--- src/rtl/regbus_pkg.sv ---
// Shared definitions for the register-bus transfer sequencer: datapath
// width, default register count, register indices and the sequencer states.
package regbus_pkg;

  localparam int DW       = 16;
  localparam int NREG_DEF = 8;

  // Bus-attached registers, AC first, then its siblings.
  localparam int REG_AC   = 0;
  localparam int REG_DR   = 1;
  localparam int REG_AR   = 2;
  localparam int REG_PC   = 3;
  localparam int REG_IR   = 4;
  localparam int REG_TR   = 5;
  localparam int REG_OUTR = 6;
  localparam int REG_INPR = 7;

  typedef enum logic [1:0] {
    ST_IDLE  = 2'd0,
    ST_DRIVE = 2'd1,
    ST_WRITE = 2'd2,
    ST_RESP  = 2'd3
  } xfer_state_t;

  // True when a source index addresses an existing register.
  function automatic logic src_in_range(input int unsigned idx, input int unsigned nreg);
    return (idx < nreg);
  endfunction

endpackage

--- src/rtl/reg_xfer_ctrl_if.sv ---
// Command, register-bus and response signals of the transfer sequencer.
// master = control unit / register fabric side, slave = the sequencer.
interface reg_xfer_ctrl_if #(
  parameter int NREG = regbus_pkg::NREG_DEF,
  parameter int DW   = regbus_pkg::DW
);

  localparam int SW = (NREG > 1) ? $clog2(NREG) : 1;

  logic          cmd_valid;
  logic          cmd_ready;
  logic [SW-1:0] cmd_src;
  logic          cmd_imm_en;
  logic [DW-1:0] cmd_imm;
  logic [NREG-1:0] cmd_dst;
  logic [NREG-1:0] ldbus;
  logic [DW-1:0] bus_in;
  logic [NREG-1:0] wr;
  logic [DW-1:0] bin;
  logic          rsp_valid;
  logic          rsp_err;
  logic [DW-1:0] rsp_data;

  modport master (
    output cmd_valid, cmd_src, cmd_imm_en, cmd_imm, cmd_dst, bus_in,
    input  cmd_ready, ldbus, wr, bin, rsp_valid, rsp_err, rsp_data
  );

  modport slave (
    input  cmd_valid, cmd_src, cmd_imm_en, cmd_imm, cmd_dst, bus_in,
    output cmd_ready, ldbus, wr, bin, rsp_valid, rsp_err, rsp_data
  );

endinterface

--- src/rtl/reg_xfer_ctrl_onehot_dec.sv ---
// Index to one-hot decoder with enable; indices beyond N give all zeros.
module onehot_dec #(
  parameter int N = 8,
  parameter int W = (N > 1) ? $clog2(N) : 1
) (
  input  logic [W-1:0] idx,
  input  logic         en,
  output logic [N-1:0] onehot
);

  // Set the single bit selected by idx while enabled.
  always_comb begin
    onehot = '0;
    for (int i = 0; i < N; i++) begin
      if (en && (idx == W'(i))) begin
        onehot[i] = 1'b1;
      end else begin
        onehot[i] = 1'b0;
      end
    end
  end

endmodule

--- src/rtl/reg_xfer_ctrl.sv ---
// Register-transfer sequencer: accepts one command, enables the source
// register onto the bus (or takes an immediate), writes the captured word
// to the destination mask and returns a one-cycle response.
// All bus-side outputs are flops loaded from the next-state values, so the
// command inputs never reach ldbus/wr combinationally.
module reg_xfer_ctrl #(
  parameter int NREG = regbus_pkg::NREG_DEF,
  parameter int DW   = regbus_pkg::DW
) (
  input  logic           clk,
  input  logic           rst_n,
  reg_xfer_ctrl_if.slave bus
);

  import regbus_pkg::*;

  localparam int SW = (NREG > 1) ? $clog2(NREG) : 1;

  xfer_state_t     state_r, state_s;
  logic [SW-1:0]   src_r, src_s;
  logic [NREG-1:0] dst_r, dst_s;
  logic [DW-1:0]   data_r, data_s;
  logic            err_r, err_s;
  logic            accept_s;
  logic            src_bad_s;
  logic [NREG-1:0] ldbus_dec_s;

  logic [NREG-1:0] ldbus_r;
  logic [NREG-1:0] wr_r;
  logic            cmd_ready_r;
  logic            rsp_valid_r;
  logic            rsp_err_r;
  logic [DW-1:0]   rsp_data_r;

  assign accept_s  = bus.cmd_valid && (state_r == ST_IDLE);
  assign src_bad_s = !src_in_range(32'(bus.cmd_src), NREG);

  // Next-state and command/data latch update.
  always_comb begin
    state_s = state_r;
    src_s   = src_r;
    dst_s   = dst_r;
    data_s  = data_r;
    err_s   = err_r;
    case (state_r)
      ST_IDLE: begin
        if (accept_s) begin
          src_s = bus.cmd_src;
          dst_s = bus.cmd_dst;
          // Rejection outranks the immediate path.
          if ((bus.cmd_dst == '0) || (!bus.cmd_imm_en && src_bad_s)) begin
            err_s   = 1'b1;
            data_s  = '0;
            state_s = ST_RESP;
          end else if (bus.cmd_imm_en) begin
            err_s   = 1'b0;
            data_s  = bus.cmd_imm;
            state_s = ST_WRITE;
          end else begin
            err_s   = 1'b0;
            data_s  = '0;
            state_s = ST_DRIVE;
          end
        end else begin
          state_s = ST_IDLE;
        end
      end
      ST_DRIVE: begin
        data_s  = bus.bus_in;
        state_s = ST_WRITE;
      end
      ST_WRITE: begin
        state_s = ST_RESP;
      end
      ST_RESP: begin
        state_s = ST_IDLE;
      end
      default: begin
        state_s = ST_IDLE;
      end
    endcase
  end

  onehot_dec #(
    .N (NREG),
    .W (SW)
  ) u_ldbus_dec (
    .idx    (src_s),
    .en     (state_s == ST_DRIVE),
    .onehot (ldbus_dec_s)
  );

  // State, latches and registered outputs; reset drops any in-flight command.
  always_ff @(posedge clk or negedge rst_n) begin
    if (!rst_n) begin
      state_r     <= ST_IDLE;
      src_r       <= '0;
      dst_r       <= '0;
      data_r      <= '0;
      err_r       <= 1'b0;
      ldbus_r     <= '0;
      wr_r        <= '0;
      cmd_ready_r <= 1'b1;
      rsp_valid_r <= 1'b0;
      rsp_err_r   <= 1'b0;
      rsp_data_r  <= '0;
    end else begin
      state_r     <= state_s;
      src_r       <= src_s;
      dst_r       <= dst_s;
      data_r      <= data_s;
      err_r       <= err_s;
      ldbus_r     <= ldbus_dec_s;
      wr_r        <= (state_s == ST_WRITE) ? dst_s : '0;
      cmd_ready_r <= (state_s == ST_IDLE);
      rsp_valid_r <= (state_s == ST_RESP);
      rsp_err_r   <= (state_s == ST_RESP) && err_s;
      rsp_data_r  <= ((state_s == ST_RESP) && !err_s) ? data_s : '0;
    end
  end

  assign bus.cmd_ready = cmd_ready_r;
  assign bus.ldbus     = ldbus_r;
  assign bus.wr        = wr_r;
  assign bus.bin       = data_r;
  assign bus.rsp_valid = rsp_valid_r;
  assign bus.rsp_err   = rsp_err_r;
  assign bus.rsp_data  = rsp_data_r;

endmodule

--- src/flat_wrapper.sv ---
// flat-port wrapper written by rule: the top's interface ports become plain ports
module reg_xfer_ctrl_flat import regbus_pkg::*;
#(
  parameter int NREG = regbus_pkg::NREG_DEF,
  parameter int DW   = regbus_pkg::DW
)
  (clk, rst_n, bus_cmd_valid, bus_cmd_src, bus_cmd_imm_en, bus_cmd_imm, bus_cmd_dst, bus_bus_in, bus_cmd_ready, bus_ldbus, bus_wr, bus_bin, bus_rsp_valid, bus_rsp_err, bus_rsp_data);
  reg_xfer_ctrl_if #(.NREG(NREG), .DW(DW)) bus_i ();
  input  logic clk;
  input  logic rst_n;
  input wire logic [$bits(bus_i.cmd_valid)-1:0] bus_cmd_valid;
  input wire logic [$bits(bus_i.cmd_src)-1:0] bus_cmd_src;
  input wire logic [$bits(bus_i.cmd_imm_en)-1:0] bus_cmd_imm_en;
  input wire logic [$bits(bus_i.cmd_imm)-1:0] bus_cmd_imm;
  input wire logic [$bits(bus_i.cmd_dst)-1:0] bus_cmd_dst;
  input wire logic [$bits(bus_i.bus_in)-1:0] bus_bus_in;
  output wire logic [$bits(bus_i.cmd_ready)-1:0] bus_cmd_ready;
  output wire logic [$bits(bus_i.ldbus)-1:0] bus_ldbus;
  output wire logic [$bits(bus_i.wr)-1:0] bus_wr;
  output wire logic [$bits(bus_i.bin)-1:0] bus_bin;
  output wire logic [$bits(bus_i.rsp_valid)-1:0] bus_rsp_valid;
  output wire logic [$bits(bus_i.rsp_err)-1:0] bus_rsp_err;
  output wire logic [$bits(bus_i.rsp_data)-1:0] bus_rsp_data;
  assign bus_i.cmd_valid = bus_cmd_valid;
  assign bus_i.cmd_src = bus_cmd_src;
  assign bus_i.cmd_imm_en = bus_cmd_imm_en;
  assign bus_i.cmd_imm = bus_cmd_imm;
  assign bus_i.cmd_dst = bus_cmd_dst;
  assign bus_i.bus_in = bus_bus_in;
  assign bus_cmd_ready = bus_i.cmd_ready;
  assign bus_ldbus = bus_i.ldbus;
  assign bus_wr = bus_i.wr;
  assign bus_bin = bus_i.bin;
  assign bus_rsp_valid = bus_i.rsp_valid;
  assign bus_rsp_err = bus_i.rsp_err;
  assign bus_rsp_data = bus_i.rsp_data;
  reg_xfer_ctrl #(.NREG(NREG), .DW(DW)) u_core (.clk(clk), .rst_n(rst_n), .bus(bus_i));
endmodule
--- config.mk ---
export PLATFORM = sky130hd
export DESIGN_NAME = reg_xfer_ctrl_flat
export DESIGN_NICKNAME = d
export VERILOG_FILES = /design/src/rtl/regbus_pkg.sv /design/src/rtl/reg_xfer_ctrl_if.sv /design/src/rtl/reg_xfer_ctrl_onehot_dec.sv /design/src/rtl/reg_xfer_ctrl.sv /design/src/flat_wrapper.sv
export SDC_FILE = /design/constraint.sdc
export NUM_CORES = 1
export LEC_CHECK = 0
export CELL_PAD_IN_SITES_DETAIL_PLACEMENT = 1
export CELL_PAD_IN_SITES_GLOBAL_PLACEMENT = 1
export CORE_UTILIZATION = 32
export CTS_BUF_LIST = sky130_fd_sc_hd__clkbuf_8
export DETAILED_ROUTE_END_ITERATION = 7
export DONT_BUFFER_PORTS = 1
export GPL_ROUTABILITY_DRIVEN = 0
export PLACE_DENSITY_LB_ADDON = 0.12
export SYNTH_ARGS = -nofsm -noshare
export SYNTH_HDL_FRONTEND = slang
export SYNTH_SLANG_ARGS = --single-unit
--- constraint.sdc ---
create_clock -name clk -period 5.05 [get_ports clk]
set_input_delay 1.515 -clock clk [delete_from_list [all_inputs] [get_ports clk]]
set_output_delay 1.515 -clock clk [all_outputs]
set_load 0.03 [all_outputs]
Word level (Yosys, flattened, before mapping)
Index checks and enable logic that the tools add are counted.
{ "op_classes": {"shift": 0, "div_mod_pow": 0, "n_reduce_logical": 16, "magnitude_cmp": 0, "mul": 0, "n_addsub": 0, "eq_ne": 13, "muxes": 25, "n_bitwise": 0} }
{ "op_table": {"columns": ["operator", "count"], "rows": [
  ["two-way mux 16 bit", 4],
  ["one-hot mux 16 bit (2 select lines)", 1],
  ["two-way mux 8 bit", 3],
  ["== test 3 bit, second input constant", 4],
  ["logical AND 1 bit", 11],
  ["two-way mux 1 bit", 11],
  ["== test 2 bit, second input constant", 4],
  ["logical NOT 8 bit", 1],
  ["one-hot mux 2 bit (4 select lines)", 1],
  ["== test 3 x 2 -> 1 bit, second input constant", 2],
  ["two-way mux 2 bit", 3],
  ["two-way mux 3 bit", 2],
  ["== test 2 x 1 -> 1 bit, second input constant", 2],
  ["logical NOT 2 bit", 2],
  ["== test 3 x 1 -> 1 bit, second input constant", 1],
  ["logical NOT 3 bit", 1],
  ["logical NOT 1 bit", 1]
]} }
{ "totals": {"register_bits": 65, "latch_bits": 0, "output_inout_bits": 51, "n_memories": 0, "wordCells": 65, "rom_bits": 0, "ramBits": 0, "inputBits": 47} }

Logic depth before layout (Yosys ltp)
{ "logic_depth": {"word_depth": 7, "mapped_depth": 8, "ltp_nobuf": 6} }

Modules after synthesis
A second synthesis with hierarchy kept.
{ "hier_totals": {"hier_cells": 224, "area_unflattened_um2": 2832.7} }
{ "modules_own_cells": {"columns": ["mod", "area_per_inst_um2", "seq_area_each_um2", "cells_each", "n_inst"], "rows": [
  ["reg_xfer_ctrl", 2736.4, 1627.8, 216, 1],
  ["onehot_dec", 96.3, 0.0, 8, 1]
]} }

Least setup slack after synthesis
No wires, ideal clock.
{ "synth_path": {"path_type": "input to register", "from": "input port bus_cmd_dst[1]", "to": "register u_core.rsp_data_r[10] (netlist: u_core.bus.rsp_data[10])", "arrival_time_ns": 2.498, "cell_stages": 5, "slack_ns": 2.418, "t_required_ns": 4.917, "path_buffers": 1, "setup_ns": 0.133, "cell_sequence": "nor4_4 a211oi_4 buf_6 a222oi_1 nor2_1"} }
{ "synth_via": {"elab_chain_len": 7, "word_cells_on_any_way": 14, "cone_classes": "eq/ne (1); mux (10); reduce/logical (3)"} }
{ "synth_rtl": {"columns": ["element", "line", "text"], "rows": [
  ["start, declared", "flat_wrapper.sv:15", "input wire logic [$bits(bus_i.cmd_dst)-1:0] bus_cmd_dst;"],
  ["logical NOT 8 bit *", "reg_xfer_ctrl.sv:51", "if ((bus.cmd_dst == '0) || (!bus.cmd_imm_en && src_bad_s)) begin"],
  ["two-way mux 2 bit or two-way mux 1 bit (tied branches)", "reg_xfer_ctrl.sv:51", null],
  ["two-way mux 2 bit or two-way mux 1 bit (tied branches)", "reg_xfer_ctrl.sv:47", "if (accept_s) begin"],
  ["one-hot mux 2 bit (4 select lines) or two-way mux 1 bit (tied branches)", "reg_xfer_ctrl.sv:45", "case (state_r)"],
  ["== test 2 bit or logical NOT 1 bit (tied branches)", "reg_xfer_ctrl.sv:118", "rsp_data_r <= ((state_s == ST_RESP) && !err_s) ? data_s : '0;"],
  ["logical AND 1 bit", "reg_xfer_ctrl.sv:118", null],
  ["two-way mux 16 bit *", "reg_xfer_ctrl.sv:118", null],
  ["end signal, assigned", "reg_xfer_ctrl.sv:118", null],
  ["end, declared", "reg_xfer_ctrl.sv:33", "logic [DW-1:0] rsp_data_r;"]
]} }
Mark *: on every way between the ends. The rest lies on a longest branch, timed or not.

Worst setup path in the final report
{ "layout_path": {"from": "input port bus_cmd_valid", "to": "register u_core.rsp_data_r[14] (netlist: u_core.bus.rsp_data[14])"} }
{ "layout_via": {"elab_chain_len": 6, "word_cells_on_any_way": 11, "cone_classes": "eq/ne (1); mux (7); reduce/logical (3)"} }
{ "layout_rtl": {"columns": ["element", "line", "text"], "rows": [
  ["start, declared", "flat_wrapper.sv:11", "input wire logic [$bits(bus_i.cmd_valid)-1:0] bus_cmd_valid;"],
  ["logical AND 1 bit *", "reg_xfer_ctrl.sv:35", "assign accept_s = bus.cmd_valid && (state_r == ST_IDLE);"],
  ["two-way mux 2 bit or two-way mux 1 bit (tied branches)", "reg_xfer_ctrl.sv:47", null],
  ["one-hot mux 2 bit (4 select lines) or two-way mux 1 bit (tied branches)", "reg_xfer_ctrl.sv:45", null],
  ["== test 2 bit or logical NOT 1 bit (tied branches)", "reg_xfer_ctrl.sv:118", null],
  ["logical AND 1 bit", "reg_xfer_ctrl.sv:118", null],
  ["two-way mux 16 bit *", "reg_xfer_ctrl.sv:118", null]
]} }
Marked as above.

==> reports/metrics.csv <==
metric,value,unit
status,completed,
synth.ff_latch_count,65,
end_kind,flip-flop,
post-route-period-util,0.494,
finalSetupViolations,0,
syn_area_per_cell,12.6,um^2
clk_latency,0.33,ns
cp_cell_sequence,nand2_4 > a211oi_4 > a222oi_1 > nor2_1,
synth_nets,251,
num_antenna_cells,0,
grt_pass1_vias,1750,
mappedNetlistArea,2520,um^2
fin_worst_skew,0.00542,ns
whs_path_depth,2,
regArea,1630,um^2
ant_nets,0,
cts_sinks,65,
leakagePower,1.34,nW
final_hold_viol_count,0,
rsz0062_at_grt,no,
numCtsBuffers,9,
final_cell_mix,"dfrtp_1 (64), inv_1 (23), nor2_1 (19), a222oi_1 (16), nand2_1 (16)",
ys_warn_count,0,
start_util,0.340,
fin_tns_setup,0,ns
power_density,653,nW/um^2
die_h,90.7,um
crit_type,in2reg,
cts-root-buf,clkbuf_8,
seq_area_frac_synth,0.647,
cts_tree,done,
synthToLayoutAreaGrowth,10.6,%
drtPass1Iterations,5,
grt_usage,0.150,
antenna_found_initial,0,
fillers,822,
cts_resized,0,
drc,0,
startpoint_type,input pin,
vdd_drop_max,185,uV
slowest_stage,a211oi_4,
path_clk_slew,0.07,ns
drv_cap,0,
io_pins,98,
multi_input_area,749,um^2
path_buf_inv,0,
port_buffers,0,
grt_max_degree,66,
cts_max_level,3,
crit_fanout,17,
synth.distinct_cells,29,
finalPower,1.82,mW
arrival,2.75,ns
cpPeakStageDelay,0.67,ns
grt_pass1_wl,9320,um
num_rows,31,
path_depth,4,
worstMarginPinSlew,0.917,ns
critical_path_required,5.31,ns
dieArea,8230,um^2
r2r_cells,6,
via_per_inst,5.13,
wire_per_inst,19.2,um
dpl.hpwl,4160,um
fin_crit,2.49,ns
relSlewSlack,0.376,
postRouteWirelength,5900,um
overflow,0,
drive_gt1_frac,0.139,
hold_buffers,0,
nNetsFinal,254,
drt_iter0_drc,88,
drv_slew,0,
chipWidth,90.7,um
final_common_cell,dfrtp_1,
core,7410,um^2
fmax,0.401,GHz
syn_inst,200,
cts_setup_buffers,0,
hold_class,reg2reg,
cts_max_path_buffers,2,
path_delay_family,compound AO/OA/AOI/OAI gates,
vias,1575,
per-stage QoR:
stage	worst slack, ns	cells	area [um^2]	utilization	hold slack (ns)
5_1_grt	2.41	307	2780	0.376	0.511
3_5_place_dp	2.16	291	2590	0.349	0.464
3_3_place_gp	2.25	291	2590	0.349	0.457
6_report	2.56	307	2780	0.376	0.473
2_1_floorplan	2.42	200	2520	-	0.440
4_1_cts	2.53	307	2780	0.376	0.480
Yosys cell counts, drive strengths merged:
cell type,number,area share
mux2i,4,0.032
nand2,17,0.028
o32ai,1,0.0035
nor4,10,0.037
buf,5,0.017
nand3b,1,0.0030
o21a,1,0.0030
dfrtp,64,0.64
a21oi,13,0.029
a222oi,16,0.064
nand2b,2,0.0050
o21ai,5,0.014
clkbuf,3,0.0045
ha,4,0.020
inv,23,0.034
nor2b,1,0.0025
dfstp,1,0.010
a211oi,1,0.0080
mux2,1,0.0045
nor2,19,0.028
nand3,8,0.016
routing by layer:
layer / GRT usage / share of wire / vias up
met5: 0 / 0 / -
met2: 0.251 / 0.51 / 68
li1: - / - / 706
met3: 0.0412 / 0.066 / 12
met4: 0.0793 / 0.024 / 0
met1: 0.175 / 0.40 / 789
registers in the layout, summed over array words and instances, names as in the netlist:
register              count
u_core.bus.ldbus          8
u_core.bus.rsp_valid      1
u_core.bus.bin           16
u_core.dst_r              8
u_core.err_r              1
u_core.bus.cmd_ready      1
u_core.src_r              3
u_core.state_r            2
u_core.bus.wr             8
u_core.bus.rsp_data      16
u_core.bus.rsp_err        1
area by class of cell:
cell class              count  share of cell area
flip-flops and latches     65               0.585
multi-input cells         104               0.269
clock buffers              10              0.0494
well taps                  99              0.0445
inverters                  23              0.0310
clock inverters             6              0.0211
worst register-to-register path: stages, from the launching register on:
cell and delay (ns):
dfrtp_1 0.39, inv_1 0.10, ha_1 0.46, nand2_4 0.28
a211oi_4 0.68, a222oi_1 0.23, nor2_1 0.16
logic make-up after synthesis:
| family | Yosys count | share of synthesized area |
|---|---|---|
| flip-flops | 65 | 0.647 |
| AND/OR/NAND/NOR | 58 | 0.120 |
| AO/OA/AOI/OAI | 37 | 0.121 |
| buffers and inverters | 31 | 0.0557 |
| multiplexers | 5 | 0.0368 |
| adder cells (fa/ha/maj) | 4 | 0.0199 |
report_power, final:
group	switching [mW]	total (mW)	leakage, nW	internal (mW)
Clock	0.193	0.431	0.0995	0.238
Combinational	0.291	0.452	0.381	0.161
Sequential	0.269	0.936	0.858	0.667
Total	0.753	1.82	1.34	1.07
path summary, 6_finish.rpt:
kind                                      endpoint  slack (ns)              start
setup / recovery           u_core.bus.rsp_data[14]        2.56      bus_cmd_valid
hold / removal                     u_core.dst_r[6]        0.47    u_core.dst_r[6]
setup reg to reg           u_core.bus.rsp_data[14]        2.68  u_core.state_r[1]
hold reg to reg                    u_core.dst_r[6]        0.47    u_core.dst_r[6]
max in group asynchronous     u_core.bus.cmd_ready        3.98              rst_n
min in group asynchronous         u_core.bus.wr[2]        0.87              rst_n
No activity file was read; power rests on OpenSTA's default activity.
